### config.mk
export PLATFORM = sky130hd
export DESIGN_NAME = uart_brg_frac_flat
export DESIGN_NICKNAME = d
export VERILOG_FILES = /design/src/rtl/uart_brg_frac_pkg.sv /design/src/rtl/uart_brg_frac_if.sv /design/src/rtl/uart_brg_frac_acc.sv /design/src/rtl/uart_brg_frac.sv /design/src/flat_wrapper.sv
export SDC_FILE = /design/constraint.sdc
export NUM_CORES = 1
export LEC_CHECK = 0
export CAP_MARGIN = 10
export CORE_MARGIN = 2
export CORE_UTILIZATION = 55
export CTS_CLUSTER_SIZE = 14
export DETAILED_ROUTE_END_ITERATION = 16
export GPL_TIMING_DRIVEN = 0
export PLACE_DENSITY = 0.9
export SLEW_MARGIN = 10
export SYNTH_ARGS = -nofsm -noshare
export SYNTH_HDL_FRONTEND = slang
export SYNTH_SLANG_ARGS = --single-unit
### constraint.sdc
create_clock -name clk -period 7.8 [get_ports clk]
set_input_delay 0.78 -clock clk [delete_from_list [all_inputs] [get_ports clk]]
set_output_delay 0.78 -clock clk [all_outputs]
set_load 0.01 [all_outputs]
### src/rtl/uart_brg_frac_pkg.sv
// Shared constants and helpers for the fractional UART baud-rate generator.
// Defaults reproduce 115200 baud x16 from a 600 MHz clock (325.5 cycles per sample).
package uart_brg_frac_pkg;

  localparam int unsigned BRG_INT_WIDTH    = 16;
  localparam int unsigned BRG_FRAC_WIDTH   = 4;
  localparam int unsigned BRG_OVERSAMPLE   = 16;
  localparam int unsigned BRG_DEFAULT_INT  = 325;
  localparam int unsigned BRG_DEFAULT_FRAC = 8;

  // Width of the sample index within a bit.
  function automatic int unsigned idx_width(input int unsigned oversample);
    return (oversample <= 2) ? 1 : $clog2(oversample);
  endfunction

  // Where the next active divisor comes from at an apply point.
  typedef enum logic [1:0] {
    APPLY_NONE,
    APPLY_SHADOW,
    APPLY_INPUT
  } apply_src_e;

endpackage

### src/rtl/uart_brg_frac_if.sv
// Control and tick bundle between the baud-rate generator and its UART engines.
interface uart_brg_frac_if #(
  parameter int unsigned INT_WIDTH  = 16,
  parameter int unsigned FRAC_WIDTH = 4,
  parameter int unsigned OVERSAMPLE = 16
);
  import uart_brg_frac_pkg::*;

  localparam int unsigned IDX_W = idx_width(OVERSAMPLE);

  logic                  enable;
  logic                  sync_clear;
  logic                  div_load;
  logic [INT_WIDTH-1:0]  div_int;
  logic [FRAC_WIDTH-1:0] div_frac;
  logic                  sample_tick;
  logic                  baud_tick;
  logic [IDX_W-1:0]      sample_index;
  logic [INT_WIDTH:0]    period_count;
  logic                  div_pending;

  modport master (
    output enable, sync_clear, div_load, div_int, div_frac,
    input  sample_tick, baud_tick, sample_index, period_count, div_pending
  );

  modport slave (
    input  enable, sync_clear, div_load, div_int, div_frac,
    output sample_tick, baud_tick, sample_index, period_count, div_pending
  );

endinterface

### src/rtl/uart_brg_frac_acc.sv
// Fractional accumulator: spreads div_frac/2^FRAC_WIDTH over periods as an
// extra cycle whenever the previous accumulate overflowed.
module uart_brg_frac_acc
  import uart_brg_frac_pkg::*;
#(
  parameter int unsigned INT_WIDTH  = BRG_INT_WIDTH,
  parameter int unsigned FRAC_WIDTH = BRG_FRAC_WIDTH
) (
  input  logic                  clk,
  input  logic                  reset,
  input  logic                  clear,
  input  logic                  advance,
  input  logic [INT_WIDTH-1:0]  act_int,
  input  logic [FRAC_WIDTH-1:0] add_frac,
  output logic [INT_WIDTH:0]    len
);

  logic [FRAC_WIDTH-1:0] frac_acc;
  logic                  carry;
  logic [INT_WIDTH-1:0]  eff_int;

  always_ff @(posedge clk or negedge reset) begin
    if (!reset) begin
      frac_acc <= '0;
      carry    <= 1'b0;
    end else if (clear) begin
      frac_acc <= '0;
      carry    <= 1'b0;
    end else if (advance) begin
      {carry, frac_acc} <= {1'b0, frac_acc} + {1'b0, add_frac};
    end
  end

  assign eff_int = (act_int == '0) ? INT_WIDTH'(1) : act_int;
  assign len     = {1'b0, eff_int} + (INT_WIDTH + 1)'(carry);

endmodule

### src/rtl/uart_brg_frac.sv
// Runtime-programmable fractional baud-rate generator: sample and bit ticks,
// glitch-free divisor reload at period boundaries, receiver phase resync.
module uart_brg_frac
  import uart_brg_frac_pkg::*;
#(
  parameter int unsigned INT_WIDTH    = BRG_INT_WIDTH,
  parameter int unsigned FRAC_WIDTH   = BRG_FRAC_WIDTH,
  parameter int unsigned OVERSAMPLE   = BRG_OVERSAMPLE,
  parameter int unsigned DEFAULT_INT  = BRG_DEFAULT_INT,
  parameter int unsigned DEFAULT_FRAC = BRG_DEFAULT_FRAC
) (
  input  logic            clk,
  input  logic            reset,
  uart_brg_frac_if.slave  brg
);

  localparam int unsigned      IDX_W    = idx_width(OVERSAMPLE);
  localparam logic [IDX_W-1:0] IDX_LAST = IDX_W'(OVERSAMPLE - 1);

  logic [INT_WIDTH-1:0]  act_int, shd_int, nxt_int;
  logic [FRAC_WIDTH-1:0] act_frac, shd_frac, nxt_frac;
  logic                  pending;
  logic [INT_WIDTH:0]    period_count, len;
  logic [IDX_W-1:0]      sample_index;
  logic                  sample_tick, boundary;
  apply_src_e            apply_src;

  // >= rather than == also releases a count stranded past a shorter divisor
  // that was applied while the generator was disabled.
  assign sample_tick = brg.enable & ~brg.sync_clear & (period_count >= len - 1'b1);
  assign boundary    = sample_tick | ~brg.enable | brg.sync_clear;

  always_comb begin
    apply_src = APPLY_NONE;
    if (boundary) begin
      if (brg.div_load)  apply_src = APPLY_INPUT;
      else if (pending)  apply_src = APPLY_SHADOW;
    end
  end

  always_comb begin
    nxt_int  = act_int;
    nxt_frac = act_frac;
    case (apply_src)
      APPLY_INPUT: begin
        nxt_int  = brg.div_int;
        nxt_frac = brg.div_frac;
      end
      APPLY_SHADOW: begin
        nxt_int  = shd_int;
        nxt_frac = shd_frac;
      end
      default: ;
    endcase
  end

  always_ff @(posedge clk or negedge reset) begin
    if (!reset) begin
      act_int  <= INT_WIDTH'(DEFAULT_INT);
      act_frac <= FRAC_WIDTH'(DEFAULT_FRAC);
      shd_int  <= '0;
      shd_frac <= '0;
      pending  <= 1'b0;
    end else begin
      if (brg.div_load) begin
        shd_int  <= brg.div_int;
        shd_frac <= brg.div_frac;
      end
      act_int  <= nxt_int;
      act_frac <= nxt_frac;
      pending  <= (brg.div_load | pending) & (apply_src == APPLY_NONE);
    end
  end

  always_ff @(posedge clk or negedge reset) begin
    if (!reset) begin
      period_count <= '0;
      sample_index <= '0;
    end else if (brg.sync_clear) begin
      period_count <= '0;
      sample_index <= '0;
    end else if (sample_tick) begin
      period_count <= '0;
      sample_index <= (sample_index == IDX_LAST) ? '0 : sample_index + 1'b1;
    end else if (brg.enable) begin
      period_count <= period_count + 1'b1;
    end
  end

  // The accumulate on a boundary uses the divisor being applied at that edge.
  uart_brg_frac_acc #(
    .INT_WIDTH  (INT_WIDTH),
    .FRAC_WIDTH (FRAC_WIDTH)
  ) u_acc (
    .clk      (clk),
    .reset    (reset),
    .clear    (brg.sync_clear),
    .advance  (sample_tick),
    .act_int  (act_int),
    .add_frac (nxt_frac),
    .len      (len)
  );

  assign brg.sample_tick  = sample_tick;
  assign brg.baud_tick    = sample_tick & (sample_index == IDX_LAST);
  assign brg.sample_index = sample_index;
  assign brg.period_count = period_count;
  assign brg.div_pending  = pending;

endmodule

### src/flat_wrapper.sv
// flat-port wrapper written by rule: the top's interface ports become plain ports
module uart_brg_frac_flat import uart_brg_frac_pkg::*;
#(
  parameter int unsigned INT_WIDTH    = BRG_INT_WIDTH,
  parameter int unsigned FRAC_WIDTH   = BRG_FRAC_WIDTH,
  parameter int unsigned OVERSAMPLE   = BRG_OVERSAMPLE,
  parameter int unsigned DEFAULT_INT  = BRG_DEFAULT_INT,
  parameter int unsigned DEFAULT_FRAC = BRG_DEFAULT_FRAC
)
  (clk, reset, brg_enable, brg_sync_clear, brg_div_load, brg_div_int, brg_div_frac, brg_sample_tick, brg_baud_tick, brg_sample_index, brg_period_count, brg_div_pending);
  uart_brg_frac_if #(.INT_WIDTH(INT_WIDTH), .FRAC_WIDTH(FRAC_WIDTH), .OVERSAMPLE(OVERSAMPLE)) brg_i ();
  input  logic clk;
  input  logic reset;
  input wire logic [$bits(brg_i.enable)-1:0] brg_enable;
  input wire logic [$bits(brg_i.sync_clear)-1:0] brg_sync_clear;
  input wire logic [$bits(brg_i.div_load)-1:0] brg_div_load;
  input wire logic [$bits(brg_i.div_int)-1:0] brg_div_int;
  input wire logic [$bits(brg_i.div_frac)-1:0] brg_div_frac;
  output wire logic [$bits(brg_i.sample_tick)-1:0] brg_sample_tick;
  output wire logic [$bits(brg_i.baud_tick)-1:0] brg_baud_tick;
  output wire logic [$bits(brg_i.sample_index)-1:0] brg_sample_index;
  output wire logic [$bits(brg_i.period_count)-1:0] brg_period_count;
  output wire logic [$bits(brg_i.div_pending)-1:0] brg_div_pending;
  assign brg_i.enable = brg_enable;
  assign brg_i.sync_clear = brg_sync_clear;
  assign brg_i.div_load = brg_div_load;
  assign brg_i.div_int = brg_div_int;
  assign brg_i.div_frac = brg_div_frac;
  assign brg_sample_tick = brg_i.sample_tick;
  assign brg_baud_tick = brg_i.baud_tick;
  assign brg_sample_index = brg_i.sample_index;
  assign brg_period_count = brg_i.period_count;
  assign brg_div_pending = brg_i.div_pending;
  uart_brg_frac #(.INT_WIDTH(INT_WIDTH), .FRAC_WIDTH(FRAC_WIDTH), .OVERSAMPLE(OVERSAMPLE), .DEFAULT_INT(DEFAULT_INT), .DEFAULT_FRAC(DEFAULT_FRAC)) u_core (.clk(clk), .reset(reset), .brg(brg_i));
endmodule
==> results.sh, run 1 <==
export IMPL_cts_resized=0
export IMPL_finalSetupTns_ns=0
export IMPL_portBuffers=47
export IMPL_pwr_share_clk=0.380
export IMPL_die_area_sq_um=7840
export IMPL_rsz0062_at_grt="false"
export IMPL_status="complete, no violations"
export IMPL_fin_cells=545
export IMPL_final_common_cell="dfrtp_1"
export IMPL_power_leakage_nw=2.054
export IMPL_dieWidth_um=88.55
export IMPL_synth_cells=386
export IMPL_grt_max_degree=68
export IMPL_routed_wirelength_um=8977
export IMPL_cts_buffer_depth=2
export IMPL_hpwl_um=6409
export IMPL_synth_edf_count=0
export IMPL_antenna_cells=0
export IMPL_r2r_cells=27
export IMPL_hold_viol=0
export IMPL_clkSinkCount=67
export IMPL_avgSynthCellArea_sq_um=10.18
export IMPL_drive_gt1_frac=0.1269
export IMPL_internal_power_mw=0.6843
export IMPL_worstSetupPathType="flip-flop to flip-flop"
export IMPL_synth_nets=440
export IMPL_gp_congestion=0.8582
export IMPL_io_pins=49
export IMPL_ys_warn_count=0
export IMPL_endpoint_kind="flip-flop"
export IMPL_cellPowerDensity_nw_per_um2=200.1
export IMPL_worst_r2r_setup_slack_ns=1.05
export IMPL_cts_hold_buffers=0
export IMPL_relSlewSlack=0.4400
export IMPL_crit_top_cell="nand2_1"
export IMPL_vias=3280
export IMPL_cp_slowest_cell="dfstp_2"
export IMPL_worst_setup_path_start_kind="flip-flop"
export IMPL_clock_latency_ns=0.37
export IMPL_grt_pass1_vias=3356
export IMPL_antenna_found_initial=0
export IMPL_drtIter0Drc=160
export IMPL_grt_pass1_wl_um=15300
export IMPL_syn_area_sq_um=3931
export IMPL_switching_power_mw=0.2701
export IMPL_tritoncts="built"
export IMPL_tightestPinTransition_ns=0.8400
export IMPL_pwr_share_seq=0.443
export IMPL_gr_total_overflow=0
export IMPL_total_power_mw=0.9544
export IMPL_path_clk_slew_ns=0.08
export IMPL_rows=30
export IMPL_slowest_delay_ns=0.61
export IMPL_comb_power_share=0.176
export IMPL_dp_cells=529
export IMPL_maxSlewViolCount=0
export IMPL_ys_types=52
export IMPL_post_cts_setup_buffers=0
export IMPL_synthArstFlopShare=1.000
export IMPL_maxCapViolCount=0
export IMPL_synth_ff_type="dfrtp_1"
export IMPL_vias_per_cell=6.018
export IMPL_clock_fmax_mhz=148.2
export IMPL_post_drt_wl_per_cell_um=16.47
export IMPL_cts_buffers=9
export IMPL_ant_nets=0
export IMPL_crit_fanout=10
export IMPL_root_buffer="clkbuf_8"
export IMPL_coreArea_sq_um=6869
export IMPL_layout_common_cells="dfrtp_1, clkdlybuf4s50_1, nor2_1"
export IMPL_remaining_drc_errors=0
export IMPL_max_vdd_ir_drop_mv=0.1207
export IMPL_ys_seq_elements=67
export IMPL_ctsHtreeMaxLevel=3
export IMPL_holdCritPathClass="input port to async pin"
export IMPL_finalClockSkew_ns=0.009702
export IMPL_hold_slack_ns=0.4931
export IMPL_arrival_ns=6.99
export IMPL_min_period_ns=6.749
export IMPL_firstDrtPassIters=4
export IMPL_grt_util_all_layers=0.2539
export IMPL_worstPathRequired_ns=8.04
export IMPL_initial_core_util=0.5723
export IMPL_fillers=497
export IMPL_switching_share=0.2830
export IMPL_ys_seq_area_frac=0.4281
export IMPL_fin_nets=498
export IMPL_finalSetupViolCount=0
export IMPL_syn2layout_area_growth_pct=21.32
export IMPL_finalCritPeriodShare=0.8652
export IMPL_die_h_um=88.55
==> path summary, 6_finish.rpt <==
check,from,end
setup / recovery,u_core.act_int[2],u_core.u_acc.frac_acc[3]
hold / removal,reset,u_core.brg.period_count[8]
setup reg to reg,u_core.act_int[2],u_core.u_acc.frac_acc[3]
hold reg to reg,u_core.shd_int[15],u_core.shd_int[15]
max in group asynchronous,reset,u_core.shd_int[7]
min in group clk,u_core.shd_int[15],u_core.shd_int[15]
==> routing by layer <==
metal	routed length, um	GRT usage	part of all wire
met5	0	0	0
met4	196	0.1212	0.022
met3	516	0.04944	0.057
met2	4579	0.4313	0.51
met1	3685	0.3110	0.41
==> synth_stat cells, drive strengths merged (3+ instances only) <==
cell type | instances | share of area
a211oi | 3 | 0.0070
a21o | 6 | 0.011
a21oi | 31 | 0.039
a22o | 6 | 0.013
a22oi | 4 | 0.0076
a31oi | 17 | 0.027
and2 | 4 | 0.0064
and3 | 6 | 0.0095
buf | 7 | 0.0092
clkbuf | 11 | 0.011
dfrtp | 62 | 0.39
dfstp | 5 | 0.033
ha | 28 | 0.089
inv | 10 | 0.0095
mux2 | 20 | 0.057
mux2i | 23 | 0.059
nand2 | 23 | 0.022
nand3 | 11 | 0.014
nand3b | 8 | 0.015
nand4 | 3 | 0.0064
nor2 | 43 | 0.041
nor3 | 7 | 0.0089
nor4 | 7 | 0.015
o21ai | 6 | 0.0086
xnor2 | 9 | 0.020
xor2 | 6 | 0.013
==> cell type report <==
cell class | count | area [sq um] | area share
well taps | 96 | 120.1 | 0.02518
flip-flops and latches | 67 | 1683 | 0.3528
repair buffers | 47 | 467.9 | 0.09811
clock buffers | 10 | 137.6 | 0.02886
clock inverters | 6 | 112.6 | 0.02361
plain buffers | 18 | 77.57 | 0.01626
multi-input cells | 291 | 2133 | 0.4473
inverters | 10 | 37.54 | 0.007870
==> worst max-delay path: cells and delay by family, from the launching register on <==
kind,cells,cell delay (ns)
and+or+nand+nor,10,1.72
AOI/OAI and AO/OA,8,2.06
DFF,1,0.61
muxes,1,0.12
buffers and inverters,2,0.80
xor gates and xnor gates,2,0.28
adders and majority gates,4,1.01
==> kinds of logic after synthesis <==
logic type / after synthesis / synth area share
and+or+nand+nor: 120 / 0.1537
AOI/OAI and AO/OA: 84 / 0.1454
DFF: 67 / 0.4281
muxes: 43 / 0.1159
adders and majority gates: 29 / 0.09421
buffers and inverters: 28 / 0.02928
xor gates and xnor gates: 15 / 0.03342
==> state kept, by name (all words and copies together), names as in the netlist <==
register and flops:
u_core.shd_int 16, u_core.brg.sample_index 4, u_core.brg.period_count 17, u_core.shd_frac 4, u_core.u_acc.carry 1, u_core.act_frac 4
u_core.act_int 16, u_core.brg.div_pending 1, u_core.u_acc.frac_acc 4
==> power by group through the flow <==
stage / combinational (mW) / sequential, mW / clock (mW)
3_5_place_dp: 0.165 / 0.429 / 0
3_3_place_gp: 0.155 / 0.425 / 0
5_1_grt: 0.187 / 0.427 / 0.386
6_report: 0.168 / 0.423 / 0.363
4_1_cts: 0.168 / 0.422 / 0.367
2_1_floorplan: 0.114 / 0.418 / 0
==> stage by stage <==
step | util | worst slack, ns | cell area, sq um
final | 0.6944 | 1.051 | 4770
after global routing | 0.6944 | 0.4769 | 4770
after CTS | 0.6944 | 1.127 | 4770
after detailed placement | 0.6579 | 1.182 | 4519
after global placement | 0.6583 | 1.370 | 4522
after floorplan | - | 2.168 | 3931
Power figures use the tool's default switching activity.
==> run 2, diff against run 1 <==
CORE_ASPECT_RATIO = 0.7   (was default)
CTS_CLUSTER_DIAMETER = 100   (was default)
TNS_END_PERCENT = 30   (was default)
==> results.sh, run 2 (synthesis gave the netlist of run 1 again) <==
export IMPL_io_pins=49
export IMPL_cts_resized=0
export IMPL_min_period_ns=6.744
export IMPL_hpwl_um=6657
export IMPL_hold_viol=0
export IMPL_path_clk_slew_ns=0.08
export IMPL_fin_nets=498
export IMPL_finalCritPeriodShare=0.8646
export IMPL_remaining_drc_errors=0
export IMPL_finalSetupViolCount=0
export IMPL_worstSetupPathType="flip-flop to flip-flop"
export IMPL_routed_wirelength_um=9132
export IMPL_finalSetupTns_ns=0
export IMPL_gp_congestion=0.9158
export IMPL_top_register="u_core.brg.period_count"
export IMPL_maxSlewViolCount=0
export IMPL_top_regs="u_core.brg.period_count: 17 flops, u_core.act_int: 16 flops, u_core.shd_int: 16 flops"
export IMPL_antenna_found_initial=0
export IMPL_slowest_delay_ns=0.60
export IMPL_finalClockSkew_ns=0.007153
export IMPL_layout_setup_ws_ns=1.056
export IMPL_largest_register_ffs=17
export IMPL_ant_nets=0
export IMPL_cp_num_buf_inv=2
export IMPL_crit_family="compound AO/OA/AOI/OAI gates"
export IMPL_fillers=507
export IMPL_die_area_sq_um=7851
export IMPL_cellPowerDensity_nw_per_um2=198.2
export IMPL_initial_core_util=0.5739
export IMPL_final_common_cell="dfrtp_1"
export IMPL_antenna_cells=0
export IMPL_maxCapViolCount=0
export IMPL_final_area_sq_um=4757
export IMPL_dp_slack_ns=1.224
export IMPL_dieWidth_um=105.1
export IMPL_status="complete, no violations"
export IMPL_clock_fmax_mhz=148.3
export IMPL_power_leakage_nw=2.047
export IMPL_multi_input_area_sq_um=2133
export IMPL_portBuffers=47
export IMPL_grt_util_all_layers=0.2479
export IMPL_endpoint_kind="flip-flop"
export IMPL_place_area_sq_um=4517
export IMPL_root_buffer="clkbuf_8"
export IMPL_tightestPinTransition_ns=0.8406
export IMPL_relSlewSlack=0.4396
export IMPL_arrival_ns=6.97
export IMPL_drtIter0Drc=304
export IMPL_grt_max_degree=68
export IMPL_vias_per_cell=6.076
export IMPL_clkSinkCount=67
export IMPL_rows=25
export IMPL_drive_gt1_frac=0.1269
export IMPL_post_drt_wl_per_cell_um=16.82
export IMPL_layout_common_cells="dfrtp_1, clkdlybuf4s50_1, nor2_1"
export IMPL_crit_top_cell="nand2_1"
export IMPL_firstDrtPassIters=5
export IMPL_rsz0062_at_grt="false"
export IMPL_tritoncts="built"
export IMPL_holdCritPathClass="flip-flop to flip-flop"
export IMPL_grt_pass1_wl_um=15170
export IMPL_cts_buffer_depth=2
export IMPL_cts_buffers=9
export IMPL_syn2layout_area_growth_pct=21.01
export IMPL_vias=3299
export IMPL_cp_slowest_cell="dfstp_2"
export IMPL_die_h_um=74.74
export IMPL_max_vdd_ir_drop_mv=0.1388
export IMPL_gr_total_overflow=0
export IMPL_post_cts_setup_buffers=0
export IMPL_ctsHtreeMaxLevel=3
export IMPL_coreArea_sq_um=6850
export IMPL_clock_latency_ns=0.35
export IMPL_cts_hold_buffers=0
export IMPL_worstPathRequired_ns=8.03
export IMPL_crit_fanout=10
export IMPL_ff_latch_area_sq_um=1683
export IMPL_grt_pass1_vias=3174
export IMPL_worst_setup_path_start_kind="flip-flop"
[run 2: path summary, 6_finish.rpt]
check                                   from                        to  slack [ns]  cells after the start
hold reg to reg            u_core.act_int[0]         u_core.act_int[0]        0.50                      2
setup reg to reg           u_core.act_int[8]  u_core.u_acc.frac_acc[3]        1.06                     27
setup / recovery           u_core.act_int[8]  u_core.u_acc.frac_acc[3]        1.06                     27
hold / removal             u_core.act_int[0]         u_core.act_int[0]        0.50                      2
min in group asynchronous              reset         u_core.act_int[3]        0.53                      1
max in group asynchronous              reset        u_core.shd_int[10]        6.72                      1
[run 2: where the power goes]
part / total (mW) / switching, mW / leakage (nW) / internal, mW
registers: 0.422 / 0.0364 / 0.830 / 0.386
clock network: 0.354 / 0.142 / 0.119 / 0.212
logic: 0.167 / 0.0903 / 1.10 / 0.0765
[run 2: cell type report]
type,instances,area share
inverters,10,0.007891
clock buffers,9,0.02604
clock inverters,7,0.02446
repair buffers,47,0.09837
multi-input cells,291,0.4484
plain buffers,18,0.01631
well taps,94,0.02472
flip-flops and latches,67,0.3538
[run 2: stage by stage]
stage	utilization	instances	power (mW)	hold WS, ns
final	0.6944	543	0.9428	0.5041
after CTS	0.6944	543	0.9430	0.5085
after global placement	0.6597	527	0.5797	0.4892
after floorplan	-	386	0.5322	0.4738
after global routing	0.6944	543	0.9870	0.5204
after detailed placement	0.6594	527	0.5930	0.4978
[run 2: layer usage]
| layer | vias up | wire, um | global-route usage |
|---|---|---|---|
| met2 | 134 | 4276 | 0.4004 |
| met5 | - | 0 | 0 |
| met4 | 0 | 125 | 0.08148 |
| met3 | 23 | 691 | 0.07100 |
| met1 | 1611 | 4039 | 0.3302 |
| li1 | 1531 | - | - |
[run 2: worst reg2reg max path, stage by stage, from the launching register on]
cell,delay [ns]
dfstp_2,0.60
nor4_1,0.10
a41oi_1,0.20
ha_1,0.22
nor4b_1,0.42
nand2_1,0.20
nor2_1,0.17
nand2_1,0.10
nor4_1,0.26
xnor2_1,0.17
ha_1,0.29
a21oi_1,0.15
nand2_1,0.07
a221o_1,0.42
a2111oi_4,0.46
buf_2,0.34
nand2_1,0.16
nand2_1,0.13
ha_1,0.19
clkbuf_1,0.52
a22oi_1,0.20
a21oi_1,0.34
ha_1,0.30
a21o_1,0.16
a21oi_1,0.17
xnor2_1,0.09
mux2i_1,0.14
nor2_1,0.05
